File: src/rtl/alu_req_arbiter.sv
// Two-port round-robin front end for a shared N-bit ALU.
// Each operation takes IDLE -> EXEC -> RESP and returns one registered, held response.
module alu_req_arbiter #(
  parameter int N   = 8,
  parameter int OPW = 3
) (
  input  logic           clk,
  input  logic           rst,
  input  logic           req0_valid,
  output logic           req0_ready,
  input  logic [OPW-1:0] req0_op,
  input  logic [N-1:0]   req0_a,
  input  logic [N-1:0]   req0_b,
  input  logic           req1_valid,
  output logic           req1_ready,
  input  logic [OPW-1:0] req1_op,
  input  logic [N-1:0]   req1_a,
  input  logic [N-1:0]   req1_b,
  output logic           rsp_valid,
  input  logic           rsp_ready,
  output logic           rsp_id,
  output logic [N-1:0]   rsp_y,
  output logic           rsp_zero,
  output logic           rsp_carry,
  output logic           rsp_err,
  output logic           busy
);

  typedef enum logic [1:0] {IDLE, EXEC, RESP} state_t;

  localparam logic [OPW-1:0] OP_NOT  = OPW'(0);
  localparam logic [OPW-1:0] OP_AND  = OPW'(1);
  localparam logic [OPW-1:0] OP_OR   = OPW'(2);
  localparam logic [OPW-1:0] OP_XOR  = OPW'(3);
  localparam logic [OPW-1:0] OP_ADD  = OPW'(4);
  localparam logic [OPW-1:0] OP_SUB  = OPW'(5);
  localparam logic [OPW-1:0] OP_PASS = OPW'(6);

  state_t         state_q, state_d;
  logic           last_grant_q;
  logic           grant_id;
  logic           accept;

  logic [OPW-1:0] op_q;
  logic [N-1:0]   a_q, b_q;
  logic           id_q;

  logic           rsp_valid_q, rsp_id_q, rsp_zero_q, rsp_carry_q, rsp_err_q;
  logic [N-1:0]   rsp_y_q;

  logic [N:0]     add_w, sub_w;
  logic [N-1:0]   y_w;
  logic           carry_w, err_w;

  // On a tie the port that did not win last time gets the grant.
  always_comb begin
    if (req0_valid && req1_valid) grant_id = ~last_grant_q;
    else                          grant_id = ~req0_valid;
  end

  always_comb begin
    state_d    = state_q;
    accept     = 1'b0;
    req0_ready = 1'b0;
    req1_ready = 1'b0;
    case (state_q)
      IDLE: begin
        if (req0_valid || req1_valid) begin
          accept     = 1'b1;
          req0_ready = ~grant_id;
          req1_ready = grant_id;
          state_d    = EXEC;
        end
      end
      EXEC:    state_d = RESP;
      RESP:    if (rsp_ready) state_d = IDLE;
      default: state_d = IDLE;
    endcase
  end

  always_comb begin
    add_w   = {1'b0, a_q} + {1'b0, b_q};
    sub_w   = {1'b0, a_q} + {1'b0, ~b_q} + {{N{1'b0}}, 1'b1};
    y_w     = '0;
    carry_w = 1'b0;
    err_w   = 1'b0;
    case (op_q)
      OP_NOT:  y_w = ~a_q;
      OP_AND:  y_w = a_q & b_q;
      OP_OR:   y_w = a_q | b_q;
      OP_XOR:  y_w = a_q ^ b_q;
      OP_ADD:  {carry_w, y_w} = add_w;
      OP_SUB:  {carry_w, y_w} = sub_w;
      OP_PASS: y_w = a_q;
      default: err_w = 1'b1;
    endcase
  end

  always_ff @(posedge clk) begin
    if (rst) begin
      state_q      <= IDLE;
      last_grant_q <= 1'b1;
      op_q         <= '0;
      a_q          <= '0;
      b_q          <= '0;
      id_q         <= 1'b0;
      rsp_valid_q  <= 1'b0;
      rsp_id_q     <= 1'b0;
      rsp_y_q      <= '0;
      rsp_zero_q   <= 1'b0;
      rsp_carry_q  <= 1'b0;
      rsp_err_q    <= 1'b0;
    end else begin
      state_q <= state_d;
      if (accept) begin
        if (grant_id) begin
          op_q <= req1_op;
          a_q  <= req1_a;
          b_q  <= req1_b;
        end else begin
          op_q <= req0_op;
          a_q  <= req0_a;
          b_q  <= req0_b;
        end
        id_q <= grant_id;
      end
      if (state_q == EXEC) begin
        rsp_valid_q <= 1'b1;
        rsp_id_q    <= id_q;
        rsp_y_q     <= y_w;
        rsp_zero_q  <= (y_w == '0);
        rsp_carry_q <= carry_w;
        rsp_err_q   <= err_w;
      end
      // Fairness pointer only advances once the response is actually consumed.
      if (state_q == RESP && rsp_ready) begin
        rsp_valid_q  <= 1'b0;
        last_grant_q <= rsp_id_q;
      end
    end
  end

  assign rsp_valid = rsp_valid_q;
  assign rsp_id    = rsp_id_q;
  assign rsp_y     = rsp_y_q;
  assign rsp_zero  = rsp_zero_q;
  assign rsp_carry = rsp_carry_q;
  assign rsp_err   = rsp_err_q;
  assign busy      = (state_q != IDLE);

endmodule

File: config.mk
export PLATFORM = sky130hd
export DESIGN_NAME = alu_req_arbiter
export DESIGN_NICKNAME = d
export VERILOG_FILES = /design/src/rtl/alu_req_arbiter.sv
export SDC_FILE = /design/constraint.sdc
export NUM_CORES = 1
export LEC_CHECK = 0
export CAP_MARGIN = 20
export CORE_UTILIZATION = 51
export DETAILED_ROUTE_END_ITERATION = 16
export PLACE_DENSITY_LB_ADDON = 0.05
export SLEW_MARGIN = 30
export SYNTH_ARGS = -nofsm -noshare
export SYNTH_HDL_FRONTEND = slang
export SYNTH_SLANG_ARGS = --single-unit
File: constraint.sdc
create_clock -name clk -period 2.8 [get_ports clk]
set_input_delay 0.28 -clock clk [delete_from_list [all_inputs] [get_ports clk]]
set_output_delay 0.28 -clock clk [all_outputs]
set_load 0.02 [all_outputs]
==> impl_summary.log <==
[metrics] outcome: finished clean
[metrics] endpoint required time on the critical path: around 3.0 ns
[metrics] placeable core region: about 0.0051 mm²
[metrics] number of buffers added on ports: between 50 and 60
[metrics] post-synth cell types: slightly above 60
[metrics] Filler Cell Count: around 460
[metrics] number of synthesized flops with an enable pin: 0
[metrics] CTS sink count: 36
[metrics] master cell of the clock root buffer: clkbuf_8
[metrics] Primary FF master, synth: dfxtp_1
[metrics] top cell type's share of synthesized area: 0.266
[metrics] global-route track usage on met2: 0.401
[metrics] pin slew with the least headroom to its limit: roughly 0.79 ns
[metrics] Die Y-Extent: around 75 µm
[metrics] maximum VDD drop: slightly below 0.0004 V
[metrics] count of pins on the block boundary: 59
[metrics] cell row count: 26
[metrics] max_cap viols: 0
[metrics] Final Instance Count excl. Fillers: approximately 450
[metrics] worst slack on hold paths: about 0.46 ns
[metrics] end-of-flow core utilization: 0.677
[metrics] average cell area after synthesis: slightly above 8 µm²
[metrics] number of search-and-repair iterations in the first detailed-routing pass: 4
[metrics] top cells by area in the synthesized netlist: dfxtp_1, ha_1, mux2i_1
[metrics] total track usage: 0.267
[metrics] average vias per placed instance: between 5 and 6
[metrics] clock insertion delay at the later pin of the skew report: roughly 0.30 ns
[metrics] remaining global-route overflow: 0
[metrics] Clock Skew: approximately 0.014 ns
[metrics] CTS tree: yes
[metrics] average wire per cell in the routed design: 15.0 µm
[metrics] count of inserted antenna diode cells: 0
[metrics] first-pass GRT wire length: between 10 and 15 mm
[metrics] synthesized instance count: about 330
[metrics] sequential share of the synthesized area: 0.266
[metrics] sort of element at the end of the critical path: flop
[metrics] post-detailed-route DRC marker count: 0
[metrics] delay of the slowest cell on the worst path: 0.44 ns
[metrics] post-CTS setup buffers: 0
[metrics] largest net degree at the start of global routing: 40
[metrics] clock buffer depth: 2
[metrics] busiest metal layer after global routing: met2
[metrics] final instance area: roughly 0.0035 mm²
[metrics] post-CTS resize count: 0
[metrics] worst-path maximum fanout: 8
[metrics] total placed instance area: ~0.0034 mm²
[metrics] aggregate routed wire length: 6.77 mm
[metrics] initial antenna violation count: 0
[metrics] arrival time reported for the critical path endpoint: between 2 and 3 ns
[metrics] global placement routability congestion: roughly 0.94
[metrics] unrepaired setup endpoints after global routing: no
[metrics] register area: 721 µm²
[metrics] layout net count: about 450
[metrics] via count of the first global-routing pass: 2337
[metrics] synthesized net count: around 400
[metrics] total standard cell area after synthesis: roughly 0.0027 mm²
[metrics] met3 capacity usage during global routing: 0.0629
[metrics] slew margin rel.: 0.470
[metrics] Ys Warns: 0
[metrics] DP Wirelength: around 5.3 mm
[metrics] synth-to-layout area growth: 27.5%
[metrics] async set or reset register ratio after synthesis: 0
[metrics] initial core utilization: 0.531
[metrics] antenna-violating nets left: 0
[metrics] startpoint types: flop
[metrics] series of cell instances along the critical path: inv_1, ha_1, inv_1, a21oi_2, o311a_1, o31ai_1, a221o_1, a21oi_1, a21oi_1
[metrics] Fin Setup TNS: 0 ns
[metrics] classification of the worst-slack hold path: flop to flop
[metrics] number of buffers inserted by hold repair at cts: 0
[metrics] Die Outline Area: 0.00561 mm²
[metrics] leading area contributor after synthesis: dfxtp_1
[metrics] level count of the clock H-tree: 2
[metrics] leakage power summed over all cells: approximately 1.4 nW
[metrics] final hold violations: 0
[metrics] fraction of layout cells with a size suffix above 1: 0.0866
[metrics] number of synthesized register bits: 36
[metrics] power density over the cells: approximately 530 mW/mm²
[metrics] global-route met1 utilization: 0.371
[metrics] placed cells: between 400 and 500
[metrics] Worst-path clk slew: approximately 0.080 ns
[metrics] First DRT Iteration DRCs: approximately 160
[metrics] min cycle time layout: around 2.5 ns
[metrics] category of the critical setup timing path: flop to flop
[metrics] portion of the clock cycle consumed by the worst path in the final layout: 0.895
[metrics] via total after detailed routing: 2478
[metrics] highest-delay cell along the critical path: ha_1
[metrics] maximum clock frequency: between 300 and 400 MHz
[metrics] x dimension of the die: ~75 µm
[metrics] area of the multi-input gates: 0.00179 mm²
[metrics] total count of max-transition violations in the final report: 0
[metrics] final number of setup-violating endpoints: 0
[metrics] number of buffers created by CTS: 5
-- through the flow --
step	power (W)	setup slack [ns]
after global routing	0.00194	0.134
after CTS	0.00182	0.300
after floorplan	0.00117	0.560
final	0.00182	0.294
after detailed placement	0.00142	0.323
after global placement	0.00140	0.382
-- cells by family (layout without fill, tap and decap cells) --
group,count (synthesis),after routing,synth area share
and+or+nand+nor,85,85,0.154
buffers and inverters,51,105,0.0771
AOI/OAI and AO/OA,96,96,0.256
xor gates and xnor gates,5,5,0.0162
muxes,28,28,0.106
adders and majority gates,26,26,0.126
DFF,36,36,0.266
-- flip-flops by register name (all words and copies together) (netlist names), 2 cells and up --
name and flops:
a_q 8, b_q 8, rsp_y 8, op_q 3
state_q 2
-- layout make-up --
type | count | share of cell area
Clock inverter | 2 | 0.00398
Timing Repair Buffer | 68 | 0.190
Clock buffer | 6 | 0.0239
Multi-Input combinational cell | 240 | 0.517
Tap cell | 70 | 0.0253
Sequential cell | 36 | 0.208
Inverter | 29 | 0.0315
-- layout by cell type, fill, tap and decap left out, types with 3 or more instances in the layout --
master and instances:
clkdlybuf4s50_1 58, xnor2_1 3, o21ai_0 11, o21bai_1 5, clkbuf_8 6, nand3_1 4, nor2b_1 6, nand2_1 9
o22ai_1 3, a22oi_1 4, a221o_1 3, a211oi_1 25, nor3_1 9, dfxtp_1 36, a221oi_1 3, nor2_1 38
a21oi_1 17, ha_1 24, inv_1 28, buf_4 10, nand2b_1 3, a21o_1 4, mux2i_1 25
-- per-layer routing --
| layer | vias up | routed length, µm |
|---|---|---|
| met5 | - | 0 |
| met4 | 0 | 116 |
| met3 | 10 | 357 |
| met2 | 80 | 3030 |
| met1 | 1110 | 3270 |
| li1 | 1278 | - |
-- report_power, final --
part | leakage (nW) | switching, W | total (W) | internal, W
Clock | 0.0516 | 0.000198 | 0.000399 | 0.000201
Sequential | 0.298 | 0.0000761 | 0.000643 | 0.000567
Combinational | 1.10 | 0.000419 | 0.000776 | 0.000358
Total | 1.45 | 0.000693 | 0.00182 | 0.00113
-- critical path, delay by kind of cell, from the launching register on --
| family | cells | cell delay (ns) |
|---|---|---|
| compound gates | 6 | 1.31 |
| fa+ha+maj | 1 | 0.44 |
| buf+inv | 2 | 0.23 |
| flops | 1 | 0.42 |
-- synth_stat cells, drive strengths merged, types with 2 or more instances --
library cell,count
nand2,9
o221ai,2
mux2,3
o21ai,12
nor3,9
o21bai,5
a31o,2
nor2b,6
a221o,3
nand4,2
xor2,2
fa,2
inv,28
a22oi,4
dfxtp,36
mux2i,25
ha,24
o22ai,3
and2,2
a221oi,5
clkbuf,14
a211oi,25
buf,8
xnor2,3
a31oi,2
a21o,4
nand3,4
nor2,40
and2b,2
nor4,2
a21oi,18
nand2b,3
-- final timing paths --
check        startpoint  depth (start not counted)  slack, ns        to
min                id_q                          2       0.46    rsp_id
min reg2reg        id_q                          2       0.46    rsp_id
max              a_q[4]                          9       0.29  rsp_y[7]
max reg2reg      a_q[4]                          9       0.29  rsp_y[7]
Power figures use the tool's default switching activity.
